==> config.mk <==
export PLATFORM = sky130hd
export DESIGN_NAME = qea_run_sequencer_flat
export DESIGN_NICKNAME = d
export VERILOG_FILES = /design/src/rtl/qea_run_sequencer_pkg.sv /design/src/rtl/qea_run_sequencer_if.sv /design/src/rtl/qea_run_sequencer.sv /design/src/flat_wrapper.sv
export SDC_FILE = /design/constraint.sdc
export NUM_CORES = 1
export LEC_CHECK = 0
export BUFFER_PORTS_ARGS = -buffer_cell sky130_fd_sc_hd__buf_2
export CAP_MARGIN = 10
export CORE_AREA = 2 2 378 380
export DETAILED_ROUTE_END_ITERATION = 12
export DIE_AREA = 0 0 380 382
export PLACE_DENSITY_LB_ADDON = 0.12
export RECOVER_POWER = 25
export SYNTH_ARGS = -nofsm -noshare
export SYNTH_HDL_FRONTEND = slang
export SYNTH_SLANG_ARGS = --single-unit
==> constraint.sdc <==
create_clock -name clk -period 2.85 [get_ports clk]
set_input_delay 0.285 -clock clk [delete_from_list [all_inputs] [get_ports clk]]
set_output_delay 0.285 -clock clk [all_outputs]
set_load 0.03 [all_outputs]
==> src/rtl/qea_run_sequencer_pkg.sv <==
// Shared FSM state type, fixed-point unity constant and row-count helper
// for the QEA run sequencer.
package qea_seq_pkg;

  localparam int NUM_FRAC_BIT = 30;
  localparam logic [31:0] ONE_FP = 32'd1 << NUM_FRAC_BIT;

  typedef enum logic [3:0] {
    S_IDLE,
    S_LOAD_CTX,
    S_INIT_ST,
    S_START,
    S_WAIT,
    S_RD_ADDR,
    S_RD_CAP,
    S_RD_OUT,
    S_DONE
  } seq_state_t;

  // STATE RAM rows holding 2^qbit_num amplitudes, PE_NUM per row
  function automatic logic [31:0] rows(input int qbit_num, input int pe_num_width);
    return 32'd1 << (qbit_num - pe_num_width);
  endfunction

endpackage

==> src/rtl/qea_run_sequencer_if.sv <==
// Host-side streams of the run sequencer: CTX word ingest and state-vector readout.
// master = host/DMA, slave = sequencer.
interface qea_run_sequencer_if #(
  parameter int GATE_CONTEXT_DATA_WIDTH = 64,
  parameter int PE_NUM                  = 4,
  parameter int STATE_DATA_WIDTH        = 64
);
  logic                                 ctx_valid;
  logic                                 ctx_ready;
  logic [GATE_CONTEXT_DATA_WIDTH-1:0]   ctx_word;
  logic                                 rd_valid;
  logic                                 rd_ready;
  logic [PE_NUM*STATE_DATA_WIDTH-1:0]   rd_data;
  logic                                 rd_last;

  modport master (
    output ctx_valid, ctx_word, rd_ready,
    input  ctx_ready, rd_valid, rd_data, rd_last
  );

  modport slave (
    input  ctx_valid, ctx_word, rd_ready,
    output ctx_ready, rd_valid, rd_data, rd_last
  );
endinterface

==> src/rtl/qea_run_sequencer.sv <==
// Host-side run controller for the QEA core: CTX load, STATE init, start/complete, row readout.
// Optional QEA_SEQ_CYCLE_CNT_EN adds o_exec_cycles (WAIT-phase cycle count, saturating).
//
// state     | meaning
// IDLE      | waiting for i_run; config check
// LOAD_CTX  | accepting host CTX words, one RAM write per beat
// INIT_ST   | writing |0...0> into STATE RAM, one row per cycle
// START     | o_start pulse
// WAIT      | waiting for i_complete (first cycle ignored)
// RD_ADDR   | STATE RAM read request for row r
// RD_CAP    | capture read data
// RD_OUT    | present row r until accepted
// DONE      | o_done pulse
module qea_run_sequencer
  import qea_seq_pkg::*;
#(
  parameter int PE_NUM_WIDTH            = 2,
  parameter int PE_NUM                  = 4,
  parameter int DATA_WIDTH              = 32,
  parameter int STATE_DATA_WIDTH        = 64,
  parameter int STATE_ADDR_WIDTH        = 16,
  parameter int GATE_CONTEXT_DATA_WIDTH = 64,
  parameter int GATE_CONTEXT_ADDR_WIDTH = 16,
  parameter int MAX_QBIT_WIDTH          = 6
) (
  input  logic                               clk,
  input  logic                               rst_n,
  qea_run_sequencer_if.slave                 host,
  input  logic                               i_run,
  input  logic                               i_skip_ctx,
  input  logic [MAX_QBIT_WIDTH-1:0]          i_qbit_num,
  input  logic [GATE_CONTEXT_ADDR_WIDTH-1:0] i_ins_num,
  output logic                               o_ctx_en,
  output logic                               o_ctx_wea,
  output logic [GATE_CONTEXT_ADDR_WIDTH-1:0] o_ctx_addr,
  output logic [GATE_CONTEXT_DATA_WIDTH-1:0] o_ctx_data,
  output logic [PE_NUM-1:0]                  o_state_ena,
  output logic [PE_NUM-1:0]                  o_state_wea,
  output logic [STATE_ADDR_WIDTH-1:0]        o_state_addra,
  output logic [PE_NUM*STATE_DATA_WIDTH-1:0] o_state_dina,
  output logic                               o_start,
  input  logic                               i_complete,
  input  logic [PE_NUM*STATE_DATA_WIDTH-1:0] i_state_dout,
  output logic                               o_busy,
  output logic                               o_done,
  output logic                               o_err
`ifdef QEA_SEQ_CYCLE_CNT_EN
  ,
  output logic [31:0]                        o_exec_cycles
`endif
);

  localparam int ROW_W = PE_NUM * STATE_DATA_WIDTH;
  // amplitude of |0...0> = 1.0 + 0j, placed in the top PE slot of row 0
  localparam logic [ROW_W-1:0] ROW0_DINA =
    {DATA_WIDTH'(ONE_FP), {DATA_WIDTH{1'b0}}, {((PE_NUM-1)*STATE_DATA_WIDTH){1'b0}}};

  seq_state_t                         r_state;
  logic                               r_guard;
  logic [GATE_CONTEXT_ADDR_WIDTH-1:0] r_ins_num;
  logic [GATE_CONTEXT_ADDR_WIDTH-1:0] r_k;
  logic [STATE_ADDR_WIDTH-1:0]        r_last_row;
  logic [STATE_ADDR_WIDTH-1:0]        r_row;
  logic                               r_ctx_ready;
  logic                               r_ctx_en;
  logic                               r_ctx_wea;
  logic [GATE_CONTEXT_ADDR_WIDTH-1:0] r_ctx_addr;
  logic [GATE_CONTEXT_DATA_WIDTH-1:0] r_ctx_data;
  logic [PE_NUM-1:0]                  r_state_ena;
  logic [PE_NUM-1:0]                  r_state_wea;
  logic [STATE_ADDR_WIDTH-1:0]        r_state_addra;
  logic [ROW_W-1:0]                   r_state_dina;
  logic                               r_start;
  logic                               r_rd_valid;
  logic [ROW_W-1:0]                   r_rd_data;
  logic                               r_rd_last;
  logic                               r_busy;
  logic                               r_done;
  logic                               r_err;

  int                                 w_qbit;
  logic                               w_qbit_ok;
  logic [STATE_ADDR_WIDTH-1:0]        w_last_row;
  logic                               w_cmpl_take;

  assign w_qbit      = int'(i_qbit_num);
  assign w_qbit_ok   = (w_qbit > PE_NUM_WIDTH) && ((w_qbit - PE_NUM_WIDTH) <= STATE_ADDR_WIDTH);
  assign w_last_row  = STATE_ADDR_WIDTH'(rows(w_qbit, PE_NUM_WIDTH) - 32'd1);
  assign w_cmpl_take = (r_state == S_WAIT) && !r_guard && i_complete;

  always_ff @(posedge clk or negedge rst_n) begin
    if (!rst_n) begin
      r_state       <= S_IDLE;
      r_guard       <= 1'b0;
      r_ins_num     <= '0;
      r_k           <= '0;
      r_last_row    <= '0;
      r_row         <= '0;
      r_ctx_ready   <= 1'b0;
      r_ctx_en      <= 1'b0;
      r_ctx_wea     <= 1'b0;
      r_ctx_addr    <= '0;
      r_ctx_data    <= '0;
      r_state_ena   <= '0;
      r_state_wea   <= '0;
      r_state_addra <= '0;
      r_state_dina  <= '0;
      r_start       <= 1'b0;
      r_rd_valid    <= 1'b0;
      r_rd_data     <= '0;
      r_rd_last     <= 1'b0;
      r_busy        <= 1'b0;
      r_done        <= 1'b0;
      r_err         <= 1'b0;
    end else begin
      r_ctx_en    <= 1'b0;
      r_ctx_wea   <= 1'b0;
      r_state_ena <= '0;
      r_state_wea <= '0;
      r_start     <= 1'b0;
      r_done      <= 1'b0;
      case (r_state)
        S_IDLE: begin
          if (i_run) begin
            if (!w_qbit_ok) begin
              r_err <= 1'b1;
            end else begin
              r_err      <= 1'b0;
              r_busy     <= 1'b1;
              r_ins_num  <= i_ins_num;
              r_last_row <= w_last_row;
              r_k        <= '0;
              r_row      <= '0;
              if (i_skip_ctx || (i_ins_num == '0)) begin
                r_state <= S_INIT_ST;
              end else begin
                r_state     <= S_LOAD_CTX;
                r_ctx_ready <= 1'b1;
              end
            end
          end
        end
        S_LOAD_CTX: begin
          if (host.ctx_valid && r_ctx_ready) begin
            r_ctx_en   <= 1'b1;
            r_ctx_wea  <= 1'b1;
            r_ctx_addr <= r_k;
            r_ctx_data <= host.ctx_word;
            r_k        <= r_k + GATE_CONTEXT_ADDR_WIDTH'(1);
            if (r_k == r_ins_num - GATE_CONTEXT_ADDR_WIDTH'(1)) begin
              r_ctx_ready <= 1'b0;
              r_state     <= S_INIT_ST;
            end
          end
        end
        S_INIT_ST: begin
          r_state_ena   <= '1;
          r_state_wea   <= '1;
          r_state_addra <= r_row;
          r_state_dina  <= (r_row == '0) ? ROW0_DINA : '0;
          if (r_row == r_last_row) begin
            r_row   <= '0;
            r_start <= 1'b1;
            r_state <= S_START;
          end else begin
            r_row <= r_row + STATE_ADDR_WIDTH'(1);
          end
        end
        S_START: begin
          r_guard <= 1'b1;
          r_state <= S_WAIT;
        end
        S_WAIT: begin
          r_guard <= 1'b0;
          if (w_cmpl_take) begin
            r_state_ena   <= '1;
            r_state_addra <= r_row;
            r_state       <= S_RD_ADDR;
          end
        end
        S_RD_ADDR: r_state <= S_RD_CAP;
        S_RD_CAP: begin
          r_rd_data  <= i_state_dout;
          r_rd_valid <= 1'b1;
          r_rd_last  <= (r_row == r_last_row);
          r_state    <= S_RD_OUT;
        end
        S_RD_OUT: begin
          if (host.rd_ready) begin
            r_rd_valid <= 1'b0;
            r_rd_last  <= 1'b0;
            if (r_row == r_last_row) begin
              r_done  <= 1'b1;
              r_state <= S_DONE;
            end else begin
              r_row         <= r_row + STATE_ADDR_WIDTH'(1);
              r_state_ena   <= '1;
              r_state_addra <= r_row + STATE_ADDR_WIDTH'(1);
              r_state       <= S_RD_ADDR;
            end
          end
        end
        S_DONE: begin
          r_busy  <= 1'b0;
          r_state <= S_IDLE;
        end
        default: r_state <= S_IDLE;
      endcase
    end
  end

`ifdef QEA_SEQ_CYCLE_CNT_EN
  logic [31:0] r_exec_cycles;

  always_ff @(posedge clk or negedge rst_n) begin
    if (!rst_n)
      r_exec_cycles <= '0;
    else if (r_state == S_START)
      r_exec_cycles <= '0;
    else if ((r_state == S_WAIT) && !w_cmpl_take && (r_exec_cycles != '1))
      r_exec_cycles <= r_exec_cycles + 32'd1;
  end

  assign o_exec_cycles = r_exec_cycles;
`endif

  assign host.ctx_ready = r_ctx_ready;
  assign host.rd_valid  = r_rd_valid;
  assign host.rd_data   = r_rd_data;
  assign host.rd_last   = r_rd_last;
  assign o_ctx_en       = r_ctx_en;
  assign o_ctx_wea      = r_ctx_wea;
  assign o_ctx_addr     = r_ctx_addr;
  assign o_ctx_data     = r_ctx_data;
  assign o_state_ena    = r_state_ena;
  assign o_state_wea    = r_state_wea;
  assign o_state_addra  = r_state_addra;
  assign o_state_dina   = r_state_dina;
  assign o_start        = r_start;
  assign o_busy         = r_busy;
  assign o_done         = r_done;
  assign o_err          = r_err;

endmodule

==> src/flat_wrapper.sv <==
// flat-port wrapper written by rule: the top's interface ports become plain ports
module qea_run_sequencer_flat import qea_seq_pkg::*;
#(
  parameter int PE_NUM_WIDTH            = 2,
  parameter int PE_NUM                  = 4,
  parameter int DATA_WIDTH              = 32,
  parameter int STATE_DATA_WIDTH        = 64,
  parameter int STATE_ADDR_WIDTH        = 16,
  parameter int GATE_CONTEXT_DATA_WIDTH = 64,
  parameter int GATE_CONTEXT_ADDR_WIDTH = 16,
  parameter int MAX_QBIT_WIDTH          = 6
)
  (clk, rst_n, i_run, i_skip_ctx, i_qbit_num, i_ins_num, o_ctx_en, o_ctx_wea, o_ctx_addr, o_ctx_data, o_state_ena, o_state_wea, o_state_addra, o_state_dina, o_start, i_complete, i_state_dout, o_busy, o_done, o_err, host_ctx_valid, host_ctx_word, host_rd_ready, host_ctx_ready, host_rd_valid, host_rd_data, host_rd_last);
  qea_run_sequencer_if #(.GATE_CONTEXT_DATA_WIDTH(GATE_CONTEXT_DATA_WIDTH), .PE_NUM(PE_NUM), .STATE_DATA_WIDTH(STATE_DATA_WIDTH)) host_i ();
  input  logic clk;
  input  logic rst_n;
  input  logic i_run;
  input  logic i_skip_ctx;
  input  logic [MAX_QBIT_WIDTH-1:0] i_qbit_num;
  input  logic [GATE_CONTEXT_ADDR_WIDTH-1:0] i_ins_num;
  output logic o_ctx_en;
  output logic o_ctx_wea;
  output logic [GATE_CONTEXT_ADDR_WIDTH-1:0] o_ctx_addr;
  output logic [GATE_CONTEXT_DATA_WIDTH-1:0] o_ctx_data;
  output logic [PE_NUM-1:0] o_state_ena;
  output logic [PE_NUM-1:0] o_state_wea;
  output logic [STATE_ADDR_WIDTH-1:0] o_state_addra;
  output logic [PE_NUM*STATE_DATA_WIDTH-1:0] o_state_dina;
  output logic o_start;
  input  logic i_complete;
  input  logic [PE_NUM*STATE_DATA_WIDTH-1:0] i_state_dout;
  output logic o_busy;
  output logic o_done;
  output logic o_err;
  input wire logic [$bits(host_i.ctx_valid)-1:0] host_ctx_valid;
  input wire logic [$bits(host_i.ctx_word)-1:0] host_ctx_word;
  input wire logic [$bits(host_i.rd_ready)-1:0] host_rd_ready;
  output wire logic [$bits(host_i.ctx_ready)-1:0] host_ctx_ready;
  output wire logic [$bits(host_i.rd_valid)-1:0] host_rd_valid;
  output wire logic [$bits(host_i.rd_data)-1:0] host_rd_data;
  output wire logic [$bits(host_i.rd_last)-1:0] host_rd_last;
  assign host_i.ctx_valid = host_ctx_valid;
  assign host_i.ctx_word = host_ctx_word;
  assign host_i.rd_ready = host_rd_ready;
  assign host_ctx_ready = host_i.ctx_ready;
  assign host_rd_valid = host_i.rd_valid;
  assign host_rd_data = host_i.rd_data;
  assign host_rd_last = host_i.rd_last;
  qea_run_sequencer #(.PE_NUM_WIDTH(PE_NUM_WIDTH), .PE_NUM(PE_NUM), .DATA_WIDTH(DATA_WIDTH), .STATE_DATA_WIDTH(STATE_DATA_WIDTH), .STATE_ADDR_WIDTH(STATE_ADDR_WIDTH), .GATE_CONTEXT_DATA_WIDTH(GATE_CONTEXT_DATA_WIDTH), .GATE_CONTEXT_ADDR_WIDTH(GATE_CONTEXT_ADDR_WIDTH), .MAX_QBIT_WIDTH(MAX_QBIT_WIDTH)) u_core (.clk(clk), .rst_n(rst_n), .host(host_i), .i_run(i_run), .i_skip_ctx(i_skip_ctx), .i_qbit_num(i_qbit_num), .i_ins_num(i_ins_num), .o_ctx_en(o_ctx_en), .o_ctx_wea(o_ctx_wea), .o_ctx_addr(o_ctx_addr), .o_ctx_data(o_ctx_data), .o_state_ena(o_state_ena), .o_state_wea(o_state_wea), .o_state_addra(o_state_addra), .o_state_dina(o_state_dina), .o_start(o_start), .i_complete(i_complete), .i_state_dout(i_state_dout), .o_busy(o_busy), .o_done(o_done), .o_err(o_err));
endmodule
Word level (Yosys, flattened, before mapping)
Index checks and enable logic that the tools add are counted.

Bits in read-only memories: 0. Output and inout bits: 625. Memories kept: 0. Input port bits: 349. Memory bits (writable): 0. Latch bits: 0. Bits in registers: 693.

Order comparisons: 2. Bitwise gates (word level): 0. Divide/modulo/power cells: 0. $mul: 0. Shift-type cells: 1. Muxes and demuxes: 46. Reduce and logical (&&, ||, !) cells: 25. $add $sub $neg: 5. Equal/unequal tests: 19.

Operator list (number): $mux 255 (1); $mux 16 (7); $pmux 16 s3 (2); $mux 4 (12); $add 16x1->16 const B (2); $eq 16x16->1 (2); $le 32x6->1 const B (1); $logic_not 16->1 (2); $pmux 16 s2 (1); $pmux 4 s8 (1); $shl 1x32->16 const A (1); $sub 16x1->16 const B (2); $eq 4x3->1 const B (4); $mux 1 (15); $pmux 4 s3 (1); $ne 2x1->1 const B (5); $pmux 1 s2 (5); $eq 4x2->1 const B (2); $ne 2x2->1 const B (4); $reduce_and 4->1 (2); $reduce_bool 2->1 (4); $reduce_and 7->1 (1); $sub 6x2->7 const B (1); $gt 6x2->1 const B (1); other kinds (12) (19).

Longest topological paths before layout
Gate-level depths: netlist (run 1).

Word-level depth: 6. Depth in mapped cells: 13.

Worst setup path after synthesis (run 1)
OpenSTA, ideal clock, no wires.

Path type: input to register. Start point: input i_qbit_num[1]. End point: register u_core.r_state[1]. Path slack: 0.547 ns. Data arrival time: 2.179 ns. Stages on the path: 10. Buffers on the path: 1. Data required time: 2.726 ns. Path through: clkbuf_1 -> inv_1 -> ha_1 -> and3b_1 -> o221ai_1 -> nand3_1 -> o2bb2ai_4 -> o311ai_4 -> nor3_1 -> a211o_1.

Longest elaborated chain between the ends: 5.

RTL lines: start, declared (RTL line flat_wrapper.sv:19) `input logic [MAX_QBIT_WIDTH-1:0] i_qbit_num;`; $sub 6x2->7 (RTL line qea_run_sequencer.sv:87) `assign w_qbit_ok = (w_qbit > PE_NUM_WIDTH) && ((w_qbit - PE_NUM_WIDTH) <= STATE_ADDR_WIDTH);`; $le 32x6->1 (RTL line qea_run_sequencer.sv:87); $logic_and 1x1->1 * (RTL line qea_run_sequencer.sv:87); $ne 2x1->1 (no line) *; $reduce_and 7->1 (no line) *; end signal, assigned (RTL line qea_run_sequencer.sv:93) `r_state <= S_IDLE;`; end signal, assigned (RTL line qea_run_sequencer.sv:135) `r_state <= S_INIT_ST;`; end signal, assigned (RTL line qea_run_sequencer.sv:137) `r_state <= S_LOAD_CTX;`; end, declared (RTL line qea_run_sequencer.sv:58) `seq_state_t r_state;`.

Mark *: on every way between the ends. The rest lies on a longest branch, timed or not. A chain may end at the register's enable or synchronous reset.

Final worst setup path (run 1)
Start point: input i_qbit_num[1]. End point: register u_core.r_last_row[2].

Longest elaborated chain between the ends: 4.

RTL lines: $sub 6x2->7 (RTL line qea_run_sequencer_pkg.sv:22, qea_run_sequencer.sv:87); $le 32x6->1 (RTL line qea_run_sequencer.sv:87); $logic_and 1x1->1 (RTL line qea_run_sequencer.sv:87); $reduce_and 3->1 (no line); end signal, assigned (RTL line qea_run_sequencer.sv:131) `r_last_row <= w_last_row;`; end, declared (RTL line qea_run_sequencer.sv:62) `logic [STATE_ADDR_WIDTH-1:0] r_last_row;`.

Parallel ways exist; a longest one is shown, timed or not.

==> results.toml, run 1 <==
[placed_design]
gp_congestion = 0.757
dpl_cell_area_um2 = 25500
place_hpwl_mm = 63.8
portBuffers = 718

[worst_hold_path]
min-delay-start = "i_skip_ctx"
hp-class = "in2reg"

[synthesis]
seq_area_frac_synth_pct = 53.5
ys.flop_type = "dfrtp_1"
synth_enable_flop_cells = 0
synth_top_area_cell = "dfrtp_1"
synthTopCellsByCount = "862 x nand2_1, 432 x dfrtp_1, 263 x buf_4, 92 x nor2_1, 80 x mux2_2"
syn_area_um2 = 20200
synth.distinct_cells = 68
ys_top_cells_by_area = "dfrtp_1 53%, nand2_1 16%, buf_4 9.8%, mux2_2 4.5%, nor2_1 1.7%"
syn_inst = 2169
ys_warn_count = 0
synth-async-reset-ratio_pct = 100
syn_area_per_cell_um2 = 9.32
synth_top_area_share_pct = 53.5
ys_ff_latch = 432
synth.most_common_cell = "nand2_1"

[sta]
finClkSkew_ps = 28.7
setup_viol = 0
fmax_mhz = 398
hold_violations = 0
fin_tns_setup_ps = 0
worst_pin_slew_ps = 2190
fin_crit_sh_pct = 88.2
holdWs_ps = 153
relSlewSlack_pct = -46.0
rsz0062_at_grt = "false"
final_max_slew_viol_count = 30
layout_min_cycle_time_ps = 2510

[final_layout]
num-nets-final = 3599
layout-drive-gt1-share_pct = 30.1
n_fill_cell = 15800
syn_to_final_growth_pct = 53.0
stdcell_area_um2 = 30900

[clocking]
cts_setup_buffers = 0
htree_levels = 2
cts_root_buf = "clkbuf_16"
numCtsBuffers = 61
cts_tree = "built"
clockBufferDepth = 3
clk_pin_slew_ps = 50
clock_sinks = 432
worstSkewPairLatency_ps = 650

[outcome]
violations = "max-capacitance violations, max-slew violations"
status = "finished, violations left"

[setup_path]
crit_top_cell = "nand2_1"
critPathLaunchType = "input port"
reg2reg_from = "u_core.r_ins_num[0]"
cp-end-kind = "flop"
cp_slowest_stage_delay_ps = 530
crit_path_start = "i_qbit_num[1]"
crit_type = "in2reg"
crit_chain = "dlygate4sd3_1, buf_2, inv_1, ha_1, and3b_1, o221ai_1, nand3_1, nand2_1, nor2_4, nand2_1, o32a_1"
cp_top_family = "simple AND/OR/NAND/NOR gates"
arrival_ps = 3020
critPathMaxFanout = 15
path_buf_inv = 3
cpMaxStageDelayCell = "dlygate4sd3_1"
required_ps = 3360

[floorplanning]
die_h_um = 382
core_area_um2 = 141000
die_area_um2 = 145000
die_x_um = 380
start_util_pct = 14.3
ios = 974
rows = 138

[power_and_ir_drop]
power_density_nw_per_um2 = 493
peakVddDrop_mv = 0.439
p_leak_nw = 14.6

[routing]
drt-vias-per-instance = 3.41
drt_drc_violations_left = 0
drt-wirelength-per-cell_um = 16.4
met2WireLength_mm = 40.1
top_layer_used = "met5"
ant_nets = 0
vias = 17700
route.met3.wl_mm = 6.88
routed_wl_mm = 85.1
dr.pass1.iters = 4
met1Wirelength_mm = 36.2
first_iter_violations = 756

[grt]
grt_pass1_wl_mm = 125
grt_usage_pct = 11.3
overflow = 0
antenna_found_initial = 6
grt_pass1_vias = 18600
grt_max_degree = 54

[flow_run]
drv_cap = 1
==> power by group <==
part           internal (mW)  switching, mW
sequential              6.14              0
clock                   4.65           3.12
combinational          0.521          0.805
total                   11.3           3.92
==> cell families after synthesis <==
logic type                 after synthesis  synth area share, %
muxes                                   84                 4.66
adders and majority gates                7                0.433
xor gates and xnor gates                65                 2.82
other                                    1               0.0186
AOI/OAI and AO/OA                      124                 3.97
and+or+nand+nor                       1070                 22.1
DFF                                    432                 53.5
buffers and inverters                  386                 12.6
==> placed cells by master (no fill, tap or decap), types with 4 or more instances in the layout <==
cell           synthesis  routed
dfrtp_1              432     432
xnor2_1               27      27
conb_1                 1     255
clkinv_2               0       6
nor4_2                 9       8
clkbuf_8               0      15
o21ai_0               17      17
nand3_1               26      25
ha_1                   7       7
inv_1                  9       9
nand3b_1               4       4
buf_4                263      43
nor2_1                92      91
mux2_2                80      80
o31ai_1                9       9
buf_2                 46     717
nor2b_1                6       6
a31oi_1               10      10
mux2i_1                4       4
o21a_1                 4       4
xor2_1                38      38
o211ai_1               4       4
nor4_1                 7       7
nand2b_1              10      10
clkbuf_1              53      22
nor3_1                11      11
and3_1                10       9
nand2_1              862     862
a21oi_1               35      35
clkbuf_16              0      62
dlygate4sd3_1          0     341
buf_12                 0      22
nand4_1                6       6
o21ai_1               23      23
==> final cells by class <==
| type | count | area (um2) | area share, % |
|---|---|---|---|
| Clock inverter | 14 | 188 | 0.607 |
| Inverter | 12 | 46.3 | 0.150 |
| Sequential cell | 432 | 10800 | 35.0 |
| Timing Repair Buffer | 1131 | 7830 | 25.3 |
| Antenna cell | 2 | 5.00 | 0.0162 |
| Tap cell | 1890 | 2360 | 7.65 |
| Clock buffer | 98 | 1840 | 5.94 |
| Multi-Input combinational cell | 1605 | 7850 | 25.4 |
==> final timing paths <==
kind,endpoint,slack (ps),depth (start not counted)
worst max-delay path,u_core.r_last_row[2],340,11
worst min-delay path,u_core.host.ctx_ready,150,5
worst max register to register,u_core.host.ctx_ready,370,9
worst min register to register,u_core.host.rd_data[106],460,2
max in group asynchronous,u_core.host.rd_data[119],480,4
min in group asynchronous,u_core.r_last_row[7],880,2
==> stage by stage <==
| step | std cells | total power, mW | worst slack (ps) | util, % |
|---|---|---|---|---|
| after floorplan | 2423 | 7.00 | 547 | - |
| after global placement | 4729 | 7.20 | 264 | 18.1 |
| after detailed placement | 4729 | 7.20 | 186 | 18.1 |
| after CTS | 5182 | 15.7 | 213 | 22.0 |
| after global routing | 5184 | 16.0 | 59.4 | 22.0 |
| final | 5184 | 15.2 | 337 | 22.0 |
==> repair_timing <==
item / 4_1_cts / 5_1_grt
hold endpoints to repair: 636 / 0
hold buffers: 341 / 0
setup endpoints to repair: 0 / 1
resized for setup: 0 / 1
==> metal layers <==
metal	global-route usage, %	vias to the layer above
met4	2.97	6
li1	-	8520
met3	4.13	96
met1	14.2	8489
met5	0	-
met2	18.3	567
==> flip-flops by register name, summed over array words and instances, names as in the netlist, 4 cells and up <==
signal	count
u_core.r_state	4
u_core.o_state_addra	16
u_core.r_ins_num	16
u_core.r_k	16
u_core.o_ctx_data	64
u_core.o_ctx_addr	16
u_core.r_row	16
u_core.host.rd_data	256
u_core.r_last_row	16
==> worst register-to-register path, stage by stage (launching register included) <==
cell and delay, ps:
dfrtp_1 450, inv_1 120, ha_1 220, nor3b_4 390
nand2_1 120, xnor2_1 150, a2111oi_2 230, nand3_1 180
nor4_4 380, a21oi_1 110
(Power assumes the default switching activity.)
==> run 2: changes to the inputs <==
--- a/config.mk
+++ b/config.mk
@@ -12,6 +12,7 @@
 export DIE_AREA = 0 0 380 382
 export PLACE_DENSITY_LB_ADDON = 0.12
 export RECOVER_POWER = 25
+export REMOVE_ABC_BUFFERS = 1
 export SYNTH_ARGS = -nofsm -noshare
 export SYNTH_HDL_FRONTEND = slang
 export SYNTH_SLANG_ARGS = --single-unit
==> results.toml, run 2 (synthesized netlist as in run 1, its figures left out) <==
[clocking]
clk_pin_slew_ps = 60
numCtsBuffers = 60
cts_root_buf = "clkbuf_16"
postCtsResizedCells = 0
cts_tree = "built"
htree_levels = 2
worstSkewPairLatency_ps = 660
clock_sinks = 432
clockBufferDepth = 3

[routing]
ant_nets = 0
vias = 17500
drt-vias-per-instance = 3.38
dr.pass1.iters = 4
first_iter_violations = 617
routed_wl_mm = 82.4
drt_drc_violations_left = 0
drt-wirelength-per-cell_um = 15.9

[power_and_ir_drop]
peakVddDrop_mv = 0.412
power_density_nw_per_um2 = 488
p_leak_nw = 14.5

[final_layout]
stdcell_area_um2 = 30700
num-nets-final = 3595
largest_reg_flops = 256
final_cells = 5179
final_cell_mix = "862 x nand2_1, 717 x buf_2, 432 x dfrtp_1"
layout_commonest_cell = "nand2_1"
syn_to_final_growth_pct = 52.1
layout-drive-gt1-share_pct = 29.8

[placed_design]
gp_congestion = 0.743
place_hpwl_mm = 61.6
dp_cells = 4726
dpl_cell_area_um2 = 25400
portBuffers = 718

[flow_run]
drv_cap = 1

[setup_path]
cp_slowest_stage_delay_ps = 500
cp-end-kind = "flop"
crit_chain = "inv_1, ha_1, nor3b_4, a21oi_1, a2111oi_2, nand3_1, nor4_2, a211o_1"
critPathLaunchType = "flop"
reg2reg_from = "u_core.r_ins_num[0]"
arrival_ps = 3140
critPathMaxFanout = 8
crit_path_start = "u_core.r_ins_num[0]"
crit_type = "reg2reg"
cpMaxStageDelayCell = "nor4_2"
required_ps = 3410

[outcome]
status = "finished, violations left"
violations = "max-capacitance violations, max-slew violations"

[floorplanning]
die_x_um = 380
die_area_um2 = 145000
core_area_um2 = 141000
start_util_pct = 14.3
ios = 974
rows = 138
die_h_um = 382

[sta]
fin_crit_sh_pct = 90.3
worst_pin_slew_ps = 2090
rsz0062_at_grt = "false"
layout_min_cycle_time_ps = 2570
final_max_slew_viol_count = 56
relSlewSlack_pct = -39.6
fin_tns_setup_ps = 0
setup_viol = 0
finClkSkew_ps = 33.7
hold_violations = 0
fmax_mhz = 388

[worst_hold_path]
hp-class = "in2reg"
min-delay-start = "host_ctx_valid"

[grt]
grt_pass1_wl_mm = 122
overflow = 0
antenna_found_initial = 4
grt_max_degree = 108
grt_pass1_vias = 18300
grt_usage_pct = 11.0
## run 2: changes by cell type in the layout (fill, tap and decap cells not counted), sizes merged
cell | before | now
clkinv | 10 | 9
buf | 784 | 774
diode | 2 | 3
dlymetal6s2s | 1 | 0
clkinvlp | 1 | 3
clkbuf | 103 | 107
## run 2: through the flow
step / hold WS (ps) / util, % / total power, mW / worst slack, ps
after floorplan: -10.6 / - / 6.73 / -3540
after global placement: 288 / 18.1 / 7.21 / 263
after detailed placement: 285 / 18.1 / 7.21 / 249
after CTS: 20.9 / 21.9 / 15.5 / 211
after global routing: 60.3 / 21.8 / 15.8 / 77.7
final: 108 / 21.8 / 15.0 / 275
## run 2: area by class of cell
type / count / area [um2]
clock inverter: 15 / 180
timing repair buffer: 1128 / 7720
multi-input combinational: 1605 / 7840
tap: 1890 / 2360
fill: 15700 / 110000
inverter: 12 / 46.3
clock buffer: 94 / 1770
sequential: 432 / 10800
antenna: 3 / 7.51
## run 2: power by group
part / leakage, nW / switching, mW / internal (mW)
Combinational: 8.99 / 0.810 / 0.522
Clock: 0.948 / 3.04 / 4.51
Sequential: 4.59 / 0 / 6.14
## run 2: path summary, 6_finish.rpt
kind	slack [ps]	cells after the start	to
max in group asynchronous	490	3	u_core.host.rd_valid
max reg2reg	280	8	u_core.r_state[1]
min	110	3	u_core.r_k[0]
max	280	8	u_core.r_state[1]
min in group asynchronous	690	2	u_core.host.rd_data[247]
min reg2reg	470	2	u_core.host.rd_data[100]
## run 2: critical path: cells and delay by family (launching register included)
family / cells / cell delay [ps]
and+or+nand+nor: 3 / 1010
AOI/OAI and AO/OA: 3 / 700
DFF: 1 / 450
adders and majority gates: 1 / 230
buffers and inverters: 1 / 100
## run 2: routing by layer
| metal | GRT usage (%) | share of wire, % | vias to the layer above |
|---|---|---|---|
| li1 | - | - | 8538 |
| met1 | 13.8 | 43 | 8308 |
| met2 | 18.2 | 48 | 592 |
| met5 | 0 | 0 | - |
| met4 | 2.40 | 1.8 | 0 |
| met3 | 3.50 | 7.4 | 85 |
## run 2: timing repair
item	in CTS	in global routing
hold buffers	341	0
setup buffers	0	0
endpoints found under the hold margin	393	0
